[config.mk]
export PLATFORM = sky130hd
export DESIGN_NAME = sram_ctrl
export DESIGN_NICKNAME = d
export VERILOG_FILES = /design/src/rtl/sram_ctrl.sv
export SDC_FILE = /design/constraint.sdc
export NUM_CORES = 1
export LEC_CHECK = 0
export CAP_MARGIN = 5
export CELL_PAD_IN_SITES_DETAIL_PLACEMENT = 2
export CELL_PAD_IN_SITES_GLOBAL_PLACEMENT = 2
export CORE_MARGIN = 5
export CORE_UTILIZATION = 35
export DETAILED_ROUTE_END_ITERATION = 16
export DONT_BUFFER_PORTS = 1
export PLACE_DENSITY = 0.78
export REMOVE_ABC_BUFFERS = 1
export SYNTH_ARGS = -nofsm -noshare
export SYNTH_HDL_FRONTEND = slang
export SYNTH_SLANG_ARGS = --single-unit
export TNS_END_PERCENT = 30
[constraint.sdc]
create_clock -name clk_i -period 1.6 [get_ports clk_i]
set_input_delay 0.16 -clock clk_i [delete_from_list [all_inputs] [get_ports clk_i]]
set_output_delay 0.16 -clock clk_i [all_outputs]
set_load 0.1 [all_outputs]
[src/rtl/sram_ctrl.sv]
// sram_ctrl: registered strobe sequencer between a valid/ready core port
// and an external asynchronous SRAM. Every SRAM-side output comes straight
// from a flop, so the strobes cannot glitch.
//
// state      | meaning
// -----------+-----------------------------------------------------------
// S_IDLE     | strobes inactive, req_ready high, waiting for a request
// S_RD       | ce_n/oe_n low for RD_WAIT+1 cycles, data captured on exit
// S_TURN     | strobes inactive for TURNAROUND cycles after a read
// S_WR_SETUP | ce_n low, data and byte lanes driven, we_n still high
// S_WR_PULSE | we_n low for WR_WAIT+1 cycles
// S_WR_HOLD  | we_n high again, data held one more cycle
module sram_ctrl #(
  parameter int unsigned DATA_W     = 16,
  parameter int unsigned ADDR_W     = 8,
  parameter int unsigned RD_WAIT    = 1,
  parameter int unsigned WR_WAIT    = 1,
  parameter int unsigned TURNAROUND = 1
) (
  input  logic                  clk_i,
  input  logic                  rst_ni,
  input  logic                  req_valid_i,
  output logic                  req_ready_o,
  input  logic                  req_write_i,
  input  logic [ADDR_W-1:0]     req_adr_i,
  input  logic [DATA_W-1:0]     req_wdata_i,
  input  logic [DATA_W/8-1:0]   req_be_i,
  output logic                  rsp_valid_o,
  output logic [DATA_W-1:0]     rsp_rdata_o,
  output logic                  sram_ce_n_o,
  output logic                  sram_oe_n_o,
  output logic                  sram_we_n_o,
  output logic [DATA_W/8-1:0]   sram_be_n_o,
  output logic [ADDR_W-1:0]     sram_adr_o,
  output logic [DATA_W-1:0]     sram_dq_o,
  output logic                  sram_dq_oe_o,
  input  logic [DATA_W-1:0]     sram_dq_i
);

  localparam int unsigned BE_W     = DATA_W / 8;
  localparam int unsigned WAIT_MAX = (RD_WAIT > WR_WAIT) ? RD_WAIT : WR_WAIT;
  // The counter also holds the turnaround reload, so size it for the largest
  // value it can ever be loaded with.
  localparam int unsigned LOAD_MAX = (WAIT_MAX > TURNAROUND) ? WAIT_MAX : TURNAROUND;
  localparam int unsigned CNT_W    = $clog2(LOAD_MAX + 2);

  typedef logic [CNT_W-1:0] cnt_t;

  localparam cnt_t RD_LOAD   = cnt_t'(RD_WAIT);
  localparam cnt_t WR_LOAD   = cnt_t'(WR_WAIT);
  localparam cnt_t TURN_LOAD = cnt_t'((TURNAROUND > 0) ? TURNAROUND - 1 : 0);

  typedef enum logic [2:0] {
    S_IDLE,
    S_RD,
    S_TURN,
    S_WR_SETUP,
    S_WR_PULSE,
    S_WR_HOLD
  } state_e;

  state_e              state_q;
  cnt_t                cnt_q;
  logic                req_ready_q;
  logic                rsp_valid_q;
  logic [DATA_W-1:0]   rsp_rdata_q;
  logic                ce_n_q;
  logic                oe_n_q;
  logic                we_n_q;
  logic [BE_W-1:0]     be_n_q;
  logic [ADDR_W-1:0]   adr_q;
  logic [DATA_W-1:0]   dq_o_q;
  logic                dq_oe_q;

  // Sequencer: state, wait counter and all registered outputs.
  always_ff @(posedge clk_i or negedge rst_ni) begin
    if (!rst_ni) begin
      state_q     <= S_IDLE;
      cnt_q       <= '0;
      req_ready_q <= 1'b0;
      rsp_valid_q <= 1'b0;
      rsp_rdata_q <= '0;
      ce_n_q      <= 1'b1;
      oe_n_q      <= 1'b1;
      we_n_q      <= 1'b1;
      be_n_q      <= '1;
      adr_q       <= '0;
      dq_o_q      <= '0;
      dq_oe_q     <= 1'b0;
    end else begin
      rsp_valid_q <= 1'b0;
      case (state_q)
        S_IDLE: begin
          req_ready_q <= 1'b1;
          if (req_valid_i && req_ready_q) begin
            req_ready_q <= 1'b0;
            adr_q       <= req_adr_i;
            ce_n_q      <= 1'b0;
            if (req_write_i) begin
              state_q <= S_WR_SETUP;
              be_n_q  <= ~req_be_i;
              dq_o_q  <= req_wdata_i;
              dq_oe_q <= 1'b1;
            end else begin
              state_q <= S_RD;
              oe_n_q  <= 1'b0;
              be_n_q  <= '0;
              cnt_q   <= RD_LOAD;
            end
          end
        end
        S_RD: begin
          if (cnt_q == '0) begin
            rsp_rdata_q <= sram_dq_i;
            rsp_valid_q <= 1'b1;
            ce_n_q      <= 1'b1;
            oe_n_q      <= 1'b1;
            be_n_q      <= '1;
            if (TURNAROUND == 0) begin
              state_q     <= S_IDLE;
              req_ready_q <= 1'b1;
            end else begin
              state_q <= S_TURN;
              cnt_q   <= TURN_LOAD;
            end
          end else begin
            cnt_q <= cnt_q - cnt_t'(1);
          end
        end
        S_TURN: begin
          if (cnt_q == '0) begin
            state_q     <= S_IDLE;
            req_ready_q <= 1'b1;
          end else begin
            cnt_q <= cnt_q - cnt_t'(1);
          end
        end
        S_WR_SETUP: begin
          state_q <= S_WR_PULSE;
          we_n_q  <= 1'b0;
          cnt_q   <= WR_LOAD;
        end
        S_WR_PULSE: begin
          if (cnt_q == '0) begin
            state_q <= S_WR_HOLD;
            we_n_q  <= 1'b1;
          end else begin
            cnt_q <= cnt_q - cnt_t'(1);
          end
        end
        S_WR_HOLD: begin
          state_q     <= S_IDLE;
          ce_n_q      <= 1'b1;
          be_n_q      <= '1;
          dq_oe_q     <= 1'b0;
          rsp_valid_q <= 1'b1;
          req_ready_q <= 1'b1;
        end
        default: begin
          state_q     <= S_IDLE;
          ce_n_q      <= 1'b1;
          oe_n_q      <= 1'b1;
          we_n_q      <= 1'b1;
          be_n_q      <= '1;
          dq_oe_q     <= 1'b0;
          req_ready_q <= 1'b0;
        end
      endcase
    end
  end

  assign req_ready_o  = req_ready_q;
  assign rsp_valid_o  = rsp_valid_q;
  assign rsp_rdata_o  = rsp_rdata_q;
  assign sram_ce_n_o  = ce_n_q;
  assign sram_oe_n_o  = oe_n_q;
  assign sram_we_n_o  = we_n_q;
  assign sram_be_n_o  = be_n_q;
  assign sram_adr_o   = adr_q;
  assign sram_dq_o    = dq_o_q;
  assign sram_dq_oe_o = dq_oe_q;

endmodule

==> Word level (Yosys, flattened, before mapping) <==
Index checks and enable logic that the tools add are counted.
{ "classes": {"n_eq_ne": 12, "add_sub_neg": 1, "bitwise": 6, "n_reduce_logical": 20, "n_mux": 29} }
{ "op_table": {"columns": ["op", "n"], "rows": [
  ["2-to-1 mux 2 bit", 8],
  ["one-hot mux 3 bit (5 select lines)", 1],
  ["inequality test 2 bit (second input constant)", 7],
  ["2-to-1 mux 3 bit", 4],
  ["AND reduction 4 bit", 3],
  ["OR reduction 4 bit", 3],
  ["one-hot mux 1 bit (3 select lines)", 3],
  ["AND reduction 3 bit", 3],
  ["2-to-1 mux 1 bit", 8],
  ["one-hot mux 2 bit (4 select lines)", 1],
  ["AND reduction 2 bit", 4],
  ["== test 3 x 2 -> 1 bit (second input constant)", 2],
  ["== test 3 bit (second input constant)", 2],
  ["one-hot mux 2 bit (3 select lines)", 1],
  ["OR reduction 3 bit", 2],
  ["inverter 1 bit", 5],
  ["one-hot mux 1 bit (2 select lines)", 2],
  ["one-hot mux 1 bit (4 select lines)", 1],
  ["nonzero test 4 bit", 1],
  ["== test 3 x 1 -> 1 bit (second input constant)", 1],
  ["zero test 3 bit", 1],
  ["zero test 2 bit", 1],
  ["inverter 2 bit", 1],
  ["OR reduction 2 bit", 1],
  ["2 further kinds", 2]
]} }
{ "totals": {"inputBits": 46, "output_inout_bits": 48, "wordCells": 80, "ff_bits": 53} }

==> Depth between registers and ports, before layout <==
Gate-level depths: netlist of the first run.
{ "logic_depth": {"word_depth": 4, "depth_mapped": 7, "depth_no_buf": 6} }

==> Least setup slack after synthesis of the first run <==
Ideal clock, no wire load.
{ "synth_path": {"path_kind": "reg2reg", "startpoint": "register req_ready_q, in the netlist req_ready_o", "endpoint": "register dq_o_q[10], in the netlist sram_dq_o[10]", "stages_incl_launch_ff": 7, "setup_slack_ps": -654, "arrival_time_ps": 2129, "required_time_ps": 1475, "cell_sequence": "dfrtp_1 nand2_1 nor2_1 and3_1 buf_4 buf_6 mux2_2"} }
{ "synth_via": {"elab_chain_len": 2} }
{ "synth_lines": {"columns": ["item", "line", "source"], "rows": [
  ["start: declaration", "64", "logic req_ready_q;"],
  ["start signal: assignment", "80", "req_ready_q <= 1'b0;"],
  ["start signal: assignment", "94", "req_ready_q <= 1'b1;"],
  ["start signal: assignment", "96", "req_ready_q <= 1'b0;"],
  ["logical AND 1 bit", "95", "if (req_valid_i && req_ready_q) begin"],
  ["AND reduction 3 bit (no source line)", null, null],
  ["end signal: assignment", "102", "dq_o_q <= req_wdata_i;"],
  ["end: declaration", "72", "logic [DATA_W-1:0] dq_o_q;"]
]} }
No other way between the ends.
A chain may end at the register's enable or synchronous reset.

==> Worst setup path after layout of the first run <==
{ "layout_path": {"startpoint": "register cnt_q[0]", "endpoint": "register cnt_q[0]"} }
{ "layout_via": {"elab_chain_len": 3, "word_cells_on_any_way": 7, "cone_classes": "1 x add/sub; 1 x eq/ne; 3 x mux; 2 x reduce/logical"} }
{ "layout_lines": {"columns": ["item", "line", "source"], "rows": [
  ["start: declaration", "63", "cnt_t cnt_q;"],
  ["start signal: assignment", "127", "cnt_q <= cnt_q - cnt_t'(1);"],
  ["start signal: assignment", "135", "cnt_q <= cnt_q - cnt_t'(1);"],
  ["start signal: assignment", "148", "cnt_q <= cnt_q - cnt_t'(1);"],
  ["subtractor 2 x 1 -> 2 bit or zero test 2 bit (tied branches)", null, null],
  ["2-to-1 mux 2 bit, or another cell as far along", "131, 144", null],
  ["one-hot mux 2 bit (4 select lines) or AND reduction 4 bit (tied branches)", null, null]
]} }
Parallel ways exist; a longest one is shown, timed or not. The select of a mux whose other input is x is not followed.

==> run metrics, run 1 <==
status=finished, violations left; violated checks=negative setup slack; DP Area=about 2800 µm²; GR Overflow Total=0; total track usage=0.218; Critical Path Start Type=flop; gp weighted congestion=0.791; R2R Path End=cnt_q[0]$_DFFE_PN0P_; total negative slack=-3.97 ns; Crit-path slowest cell=dfrtp_1; #FFs+latches synth=53; HP Start=req_wdata_i[14]; DP HPWL=5310 µm; endpoint class of the critical path=flop; Area Overhead vs Synth=54.4%; CP cell instances=inv_2 -> ha_4 -> buf_12 -> nand2b_1 -> o32ai_2 -> o21a_1 -> a311oi_1; synth top area cells=dfrtp_1 53%, mux2_2 20%, dfstp_2 5.8%; worst-case headroom to the max-slew limit=0.648; commonest non-fill, non-tap cell in the layout=buf_4; Arr. time, crit path=between 1.5 and 2 ns; hold slack=just under 0.008 ns; clock skew=0.0103 ns; RSZ-0062 raised after global routing=yes; cells after synthesis=170; WL per Instance=slightly above 30 µm; first-pass GRT wire length=roughly 14000 µm; PnR worst setup slack=-0.195 ns; met3 GRT Util=0.0583; reg-to-reg startpoint=cnt_q[0]$_DFFE_PN0P_; CTS tree=built; Root Driver=clkbuf_8; Synth Area per Inst=approximately 13 µm²; R2R setup slack=-0.20 ns; vias in the first global route=about 2.2k; Worst Hold End=sram_dq_o[14]$_DFFE_PN0P_; Slew Limit Fails=0; final instance area=roughly 3500 µm²; fin crit share=1.12; Netlist cell types=35; Ports=94; Starting Density=0.359; top cell type's share of synthesized area=0.530; DR vias=approximately 1.9k; number of placement rows=29; post-route ant nets=0; Setup-failing EPs final=39; Hold Path Depth=1; grt met2 use=0.408; critical setup path kind=flop to flop; Clock transition at path regs=0.12 ns; largest area contributor in the netlist=dfrtp_1; residual DRC count=0; die area=8190 µm²; Worst Reg2Reg Path Length in Cells=7; iteration-0 DRC count of the detailed router=about 110; initial antenna violation count=0; total clock sinks=53; slowest stage delay, CP=roughly 0.46 ns; number of port buffers=0; Max Cap Viol=0; M1 GR Usage=0.231; chip height=around 90 µm; vias per cell=between 5 and 6; Final Hold Viols=0; Max Clk Rate=557 MHz; CTS H-tree depth=2; GRT busiest layer=met2; worst skew pair latency=about 0.32 ns; Ys Warns=0; CP max FO=10; drt first pass iters=4; Fillers=597; clock buffer depth=2; NumNets Final=between 300 and 400; antenna cells=0; die width=around 90 µm; Hold WC Path Type=input port to flop; mapped cell area=~2300 µm²; share of layout cells above drive strength 1=0.520; largest net degree at the start of global routing=54; most frequent cells in the layout=71 x buf_4, 45 x dfrtp_1, 36 x dlygate4sd3_1, 32 x mux2_2, 8 x mux2_4; Least-Margin Pin Slew=between 0.5 and 0.6 ns; core area=6310 µm²; WL final=~11000 µm; post-route minimum period=between 1.5 and 2 ns; WP data required=between 1.5 and 2 ns; Seq/Total Area, Yosys=0.587; cts bufs inserted=5
[synthesized netlist by cell type]
master and number:
ha_1 3, dfrtp_1 48, mux2_2 40, o22a_1 3, nand2b_1 2, o221ai_1 1
buf_2 4, buf_4 1, buf_1 1, a21oi_1 5, a311oi_1 1, o41ai_1 1
a2111oi_0 1, o22ai_1 3, nand3_1 1, or2_2 1, o31a_1 1, a31oi_1 3
dfstp_2 5, nor3b_4 1, buf_6 2, clkbuf_1 2, inv_1 6, nor3_1 1
a211oi_1 1, o211a_1 1, nor2b_1 6, nor2_1 6, and3_1 3, o32ai_1 1
o21a_1 2, nand2_1 6, o21bai_1 1, o21ai_0 5, nand2b_2 1
[timing repair]
| item | 4_1_cts | 5_1_grt |
|---|---|---|
| resized for setup | 10 | 18 |
| gates cloned | 1 | 0 |
| hold buffers | 24 | 13 |
| endpoints found under the setup margin | 27 | 45 |
| buffers inserted | 5 | 10 |
| pin swaps | 2 | 4 |
| hold endpoints to repair | 75 | 13 |
[per-stage QoR]
step | instances | setup WS, ns | utilization
after floorplan | 160 | -0.785 | -
after global placement | 297 | 0.0793 | 0.442
after detailed placement | 297 | -0.0618 | 0.442
after CTS | 335 | 0.0149 | 0.513
after global routing | 358 | -0.223 | 0.555
final | 358 | -0.195 | 0.555
[sequential cells by signal, indices dropped and copies added, names as in the netlist]
register      cells
rsp_rdata_o      16
sram_dq_o        16
sram_adr_o        8
state_q           3
cnt_q             2
sram_be_n_o       2
req_ready_o       1
rsp_valid_o       1
sram_ce_n_o       1
sram_dq_oe_o      1
sram_oe_n_o       1
sram_we_n_o       1
[worst max path at each step]
stage,startpoint,end,slack (ns),cells past startpoint
2_1_floorplan,req_ready_o$_DFFE_PN0P_,sram_dq_o[0]$_DFFE_PN0P_,-0.79,4
3_3_place_gp,state_q[2]$_DFFE_PN0P_,rsp_rdata_o[12]$_DFFE_PN0P_,0.08,4
3_5_place_dp,state_q[2]$_DFFE_PN0P_,rsp_rdata_o[8]$_DFFE_PN0P_,-0.06,4
4_1_cts,state_q[1]$_DFFE_PN0P_,rsp_rdata_o[13]$_DFFE_PN0P_,0.01,4
5_1_grt,cnt_q[0]$_DFFE_PN0P_,cnt_q[0]$_DFFE_PN0P_,-0.22,7
6_report,cnt_q[0]$_DFFE_PN0P_,cnt_q[0]$_DFFE_PN0P_,-0.20,7
[layout make-up]
type	instances	area, µm²	share of cell area
Clock buffer	6	82.6	0.0236
Clock inverter	2	13.8	0.00393
Inverter	6	22.5	0.00643
Multi-Input combinational cell	101	932	0.266
Sequential cell	53	1340	0.381
Tap cell	77	96.3	0.0275
Timing Repair Buffer	113	1020	0.291
[worst max-delay path, delay by kind of cell, from the launching register on]
kind | cells | cell delay [ns]
buf+inv | 2 | 0.27
simple gates | 1 | 0.17
compound gates | 3 | 0.59
flops | 1 | 0.46
fa+ha+maj | 1 | 0.18
[layer usage]
metal | vias up | part of all wire
met5 | - | 0
li1 | 814 | -
met3 | 31 | 0.049
met1 | 1016 | 0.38
met4 | 0 | 0.049
met2 | 86 | 0.53
[cells by family after synthesis]
| kind of cell | after synthesis | share of synthesized area |
|---|---|---|
| muxes | 40 | 0.199 |
| buffers and inverters | 16 | 0.0370 |
| AOI/OAI and AO/OA | 30 | 0.0910 |
| and+or+nand+nor | 28 | 0.0695 |
| adders and majority gates | 3 | 0.0165 |
| DFF | 53 | 0.587 |
Power of run 1 is left out: the tool's default activity adds up to more than one toggle a clock period on the data nets, which glitch-free logic cannot reach.
==> inputs of run 2 (changes only) <==
- PLACE_DENSITY: 0.78 -> 0.75
- clock period: 1.6 -> 1.9 ns (I/O delays scaled with it)
==> run 2 against run 1 <==
Net effect:
- the flow now finishes without violations
- worst setup slack better by 0.30 ns
- utilization is 7.5 points lower
- clock-buffer cell count stayed put
- cell area is 13% lower
- maximum frequency is 0.25% lower
==> run metrics, run 2 (same netlist as run 1, synthesis figures left out) <==
status=completed; endpoint class of the critical path=flop; drt first pass iters=4 (unchanged); DR vias=1637 (-16%); CTS tree=built; met2 routed WL=3740 µm (-36%); die width=90.5 µm (unchanged); post-route ant nets=0 (unchanged); Worst Setup SP=state_q[0]$_DFFE_PN0P_; total negative slack=0 ns (+3.97 ns); slowest stage delay, CP=0.68 ns (+0.22 ns); multi-input logic area=852 µm² (-8.6%); Worst Reg2Reg Path Length in Cells=4 (-3); GR Overflow Total=0 (unchanged); initial antenna violation count=0 (unchanged); vias in the first global route=1931 (-11%); clock skew=0.0160 ns (+0.00567 ns); RSZ-0062 raised after global routing=no; die area=8190 µm² (unchanged); cell family with most CP delay=flip-flops; Crit-path slowest cell=dfrtp_1; post-route minimum period=1.80 ns (+0.00443 ns); number of placement rows=29 (unchanged); fin crit share=0.947 (-0.175); R2R Path End=rsp_rdata_o[7]$_DFFE_PN0P_; total track usage=0.162 (-0.0559); WP buf/inv=1 (-1); CP max FO=17 (+7); gp weighted congestion=0.818 (+3.4%); Hold Path Depth=1 (unchanged); WL per Instance=20.8 µm (-33%); residual DRC count=0 (unchanged); DP HPWL=4850 µm (-8.7%); WP data required=2.12 ns (+0.33 ns); Starting Density=0.359 (unchanged); Setup-failing EPs final=0 (-100%); Clock transition at path regs=0.11 ns (about the same); vias per cell=5.20 (-4.4%); WL met1=2390 µm (-43%); first-pass GRT wire length=10700 µm (-23%); Max Clk Rate=556 MHz (-0.25%); routed wl met3=336 µm (-39%); CTS H-tree depth=2 (unchanged); reg-to-reg startpoint=state_q[0]$_DFFE_PN0P_; total clock sinks=53 (unchanged); Critical Path Start Type=flop; Worst Hold End=rsp_rdata_o[12]$_DFFE_PN0P_; Max Cap Viol=0 (unchanged); Slew Limit Fails=0 (unchanged); critical setup path kind=flop to flop; CP cell instances=nand2b_2 -> nor3b_4 -> buf_12 -> mux2_2; commonest non-fill, non-tap cell in the layout=buf_4; chip height=90.5 µm (unchanged); R2R setup slack=0.10 ns (+0.30 ns); largest net degree at the start of global routing=54 (unchanged); share of layout cells above drive strength 1=0.462 (-0.0574); Final Hold Viols=0 (unchanged); Arr. time, crit path=2.02 ns (+0.03 ns); fin util=0.480 (-0.0747); register area=1330 µm² (-0.28%); final instance area=3030 µm² (-13%); Fillers=620 (+3.9%); top sig layer=met4; worst skew pair latency=0.32 ns (about the same); clock buffer depth=2 (unchanged); worst-case headroom to the max-slew limit=0.649 (+0.000872); most frequent cells in the layout=50 x buf_4, 48 x dfrtp_1, 40 x mux2_2, 17 x dlygate4sd3_1; postcts setup bufs=0 (-5); antenna cells=0 (unchanged); Ports=94 (unchanged); Area Overhead vs Synth=33.6%; WL final=6550 µm (-41%); iteration-0 DRC count of the detailed router=69 (-34%); core area=6310 µm² (unchanged); cts bufs inserted=5 (unchanged); DP Area=2710 µm² (-3.0%); NumNets Final=286 (-13%); HP Start=sram_dq_i[12]; Least-Margin Pin Slew=0.526 ns (-0.00131 ns); Root Driver=clkbuf_8; number of port buffers=0 (unchanged); Hold WC Path Type=input port to flop
## run 2: cell count changes in the layout (fill, tap and decap cells not counted), moves of 2 or more
cell           before  now
buf_4              71   50
dlygate4sd3_1      36   17
mux2_2             32   40
mux2_4              8    0
dfrtp_1            45   48
dfrtp_2             3    0
o21ai_0             2    5
o21ai_1             3    0
buf_12              3    1
nor2_1              4    6
nor2_2              2    0
## run 2: worst max path at each step
stage,endpoint,depth (start not counted)
6_report,rsp_rdata_o[7]$_DFFE_PN0P_,4
5_1_grt,cnt_q[0]$_DFFE_PN0P_,7
4_1_cts,cnt_q[0]$_DFFE_PN0P_,7
3_5_place_dp,cnt_q[0]$_DFFE_PN0P_,7
3_3_place_gp,cnt_q[0]$_DFFE_PN0P_,7
2_1_floorplan,sram_dq_o[0]$_DFFE_PN0P_,4
## run 2: metal layers
metal,vias to the layer above,global-route usage
li1,737,-
met2,47,0.305
met4,0,0.0310
met1,844,0.178
met3,9,0.0467
met5,-,0
## run 2: worst reg2reg max path, cell delays in order (launching register included)
cell	delay, ns
dfrtp_1	0.68
nand2b_2	0.19
nor3b_4	0.29
buf_12	0.19
mux2_2	0.36
## run 2: final cells by class
cell class	instances	share of cell area
Clock buffer	6	0.0272
Inverter	6	0.00743
Sequential cell	53	0.440
Multi-Input combinational cell	101	0.281
Clock inverter	2	0.0136
Timing Repair Buffer	70	0.199
Tap cell	77	0.0318
## run 2: timing repair
item / CTS / global route
endpoints found under the hold margin: 69 / 0
setup endpoints to repair: 0 / 1
hold buffers: 18 / 0
gates resized for setup: 0 / 2
## run 2: through the flow
step           std cells  hold slack [ns]  worst slack, ns
5_1_grt              315          0.00563           0.0313
4_1_cts              315         0.000130          0.00804
2_1_floorplan        160           -0.106           -0.485
6_report             315           0.0141            0.100
3_5_place_dp         289           -0.104           0.0413
3_3_place_gp         289           -0.104            0.254
Power of run 2 is left out for the same reason.
==> inputs of run 3 (changes only) <==
--- a/constraint.sdc
+++ b/constraint.sdc
@@ -3,2 +3,2 @@
 set_output_delay 0.19 -clock clk_i [all_outputs]
-set_load 0.1 [all_outputs]
+set_load 0.005 [all_outputs]
==> run 3 against run 2 <==
Net effect:
- utilization fell by 8.4 points
- clock-buffer cell count decreased by 1
- cell area fell by 17%
- non-clock buffer count is 60 lower
- global-route usage down 2.1 points
- die area unchanged
- worst setup slack got worse by 0.033 ns
- final cell count shrank 19%
- critical endpoint is now cnt_q[0]$_DFFE_PN0P_
==> run metrics, run 3 (same netlist as run 1, synthesis figures left out) <==
status=completed; residual DRC count=0 (unchanged); worst skew pair latency=0.30 ns (-0.02 ns); die width=90.5 µm (unchanged); first-pass GRT wire length=9280 µm (-13%); Area Overhead vs Synth=10.3%; vias in the first global route=1637 (-15%); Critical Path Start Type=flop; total clock sinks=53 (unchanged); Arr. time, crit path=2.03 ns (about the same); critical setup path kind=flop to flop; endpoint class of the critical path=flop; final instance area=2500 µm² (-17%); Final Hold Viols=0 (unchanged); Slew Limit Fails=0 (unchanged); clock buffer depth=2 (unchanged); WL final=5830 µm (-11%); Least-Margin Pin Slew=0.510 ns (-0.0157 ns); WP data required=2.10 ns (-0.02 ns); Worst Reg2Reg Path Length in Cells=7 (+3); CTS H-tree depth=2 (unchanged); NumNets Final=226 (-21%); initial antenna violation count=0 (unchanged); CP max FO=12 (-5); dpl cells=245 (-15%); DR vias=1406 (-14%); commonest non-fill, non-tap cell in the layout=dfrtp_1; fin crit share=0.965 (+0.0176); Setup-failing EPs final=0 (unchanged); post-route minimum period=1.83 ns (+0.0334 ns); Ports=94 (unchanged); Root Driver=clkbuf_8; Starting Density=0.359 (unchanged); share of layout cells above drive strength 1=0.367 (-0.0950); cts bufs inserted=5 (unchanged); Max Clk Rate=546 MHz (-1.8%); antenna cells=0 (unchanged); DP HPWL=4280 µm (-12%); Lkg Pwr=between 1 and 1.5 nW; largest net degree at the start of global routing=54 (unchanged); GR Overflow Total=0 (unchanged); chip height=90.5 µm (unchanged); clock skew=0.00633 ns (-0.00966 ns); Hold Path Depth=1 (unchanged); most frequent cells in the layout=48 x dfrtp_1, 40 x mux2_2, 7 x buf_4; number of placement rows=29 (unchanged); total track usage=0.140 (-0.0214); Hold WC Path Type=input port to flop; postcts setup bufs=0 (unchanged); number of port buffers=0 (unchanged); iteration-0 DRC count of the detailed router=62 (-10%); drt first pass iters=4 (unchanged); DP Area=2380 µm² (-12%); vias per cell=5.54 (+6.5%); worst-case vdd ir drop=~0.7 mV; die area=8190 µm² (unchanged); worst-case headroom to the max-slew limit=0.660 (+0.0105); CTS tree=built; core area=6310 µm² (unchanged); gp weighted congestion=0.749 (-8.4%); pwr/cell area=1790 nW/µm²; Clock transition at path regs=0.10 ns (about the same); post-route ant nets=0 (unchanged); Cell Count, Final, Fillers Out=254 (-19%); Max Cap Viol=0 (unchanged); WL per Instance=23.0 µm (+10%); Design Power=~0.0045 W
-- run 3: power breakdown --
| group | total, W | switching, W | internal [W] |
|---|---|---|---|
| sequential | 0.00225 | 0.000525 | 0.00172 |
| clock | 0.000620 | 0.000365 | 0.000256 |
| combinational | 0.00162 | 0.000778 | 0.000846 |
-- run 3: worst paths after layout --
path	from	end	slack (ns)
max	cnt_q[0]$_DFFE_PN0P_	cnt_q[0]$_DFFE_PN0P_	0.07
min	req_wdata_i[8]	sram_dq_o[8]$_DFFE_PN0P_	0.03
max reg2reg	cnt_q[0]$_DFFE_PN0P_	cnt_q[0]$_DFFE_PN0P_	0.07
min reg2reg	sram_dq_o[6]$_DFFE_PN0P_	sram_dq_o[6]$_DFFE_PN0P_	0.55
max in group asynchronous	rst_ni	sram_be_n_o[1]$_DFFE_PN1P_	1.20
min in group asynchronous	rst_ni	sram_dq_o[4]$_DFFE_PN0P_	0.41
-- run 3: critical path, cell delays in order, from the launching register on --
cell and delay (ns):
dfrtp_1 0.42, inv_1 0.19, ha_1 0.21, buf_4 0.19
nand2b_1 0.15, o32ai_1 0.09, o21a_1 0.21, a311oi_2 0.28
-- run 3: layer usage --
layer  wire [µm]  vias to the layer above  GRT usage
li1            -                      613          -
met1        2100                      742      0.153
met2        3290                       47      0.255
met3         416                        4     0.0567
met4          27                        0     0.0261
met5           0                        -          0
-- run 3: metrics by stage --
step	setup TNS [ns]	utilization	hold slack [ns]	setup slack (ns)
after floorplan	-0.660	-	-0.106	-0.0413
after global placement	0	0.376	-0.104	0.261
after detailed placement	0	0.376	-0.104	0.0797
after CTS	0	0.395	0.0208	0.0482
after global routing	-0.0341	0.396	0.0133	-0.0341
final	0	0.396	0.0337	0.0668
-- run 3: cell type report --
type | instances | area [µm²]
flip-flops and latches | 53 | 1330
fillers | 632 | 3810
repair buffers | 10 | 110
multi-input cells | 101 | 858
well taps | 77 | 96.3
clock inverters | 2 | 13.8
inverters | 6 | 22.5
clock buffers | 5 | 68.8
-- run 3: timing repair --
item,in CTS,in global routing
endpoints found under the setup margin,0,1
hold endpoints to repair,53,0
resized for setup,0,1
hold buffers,2,0
Note: power is estimated with default switching activity, not from simulation.
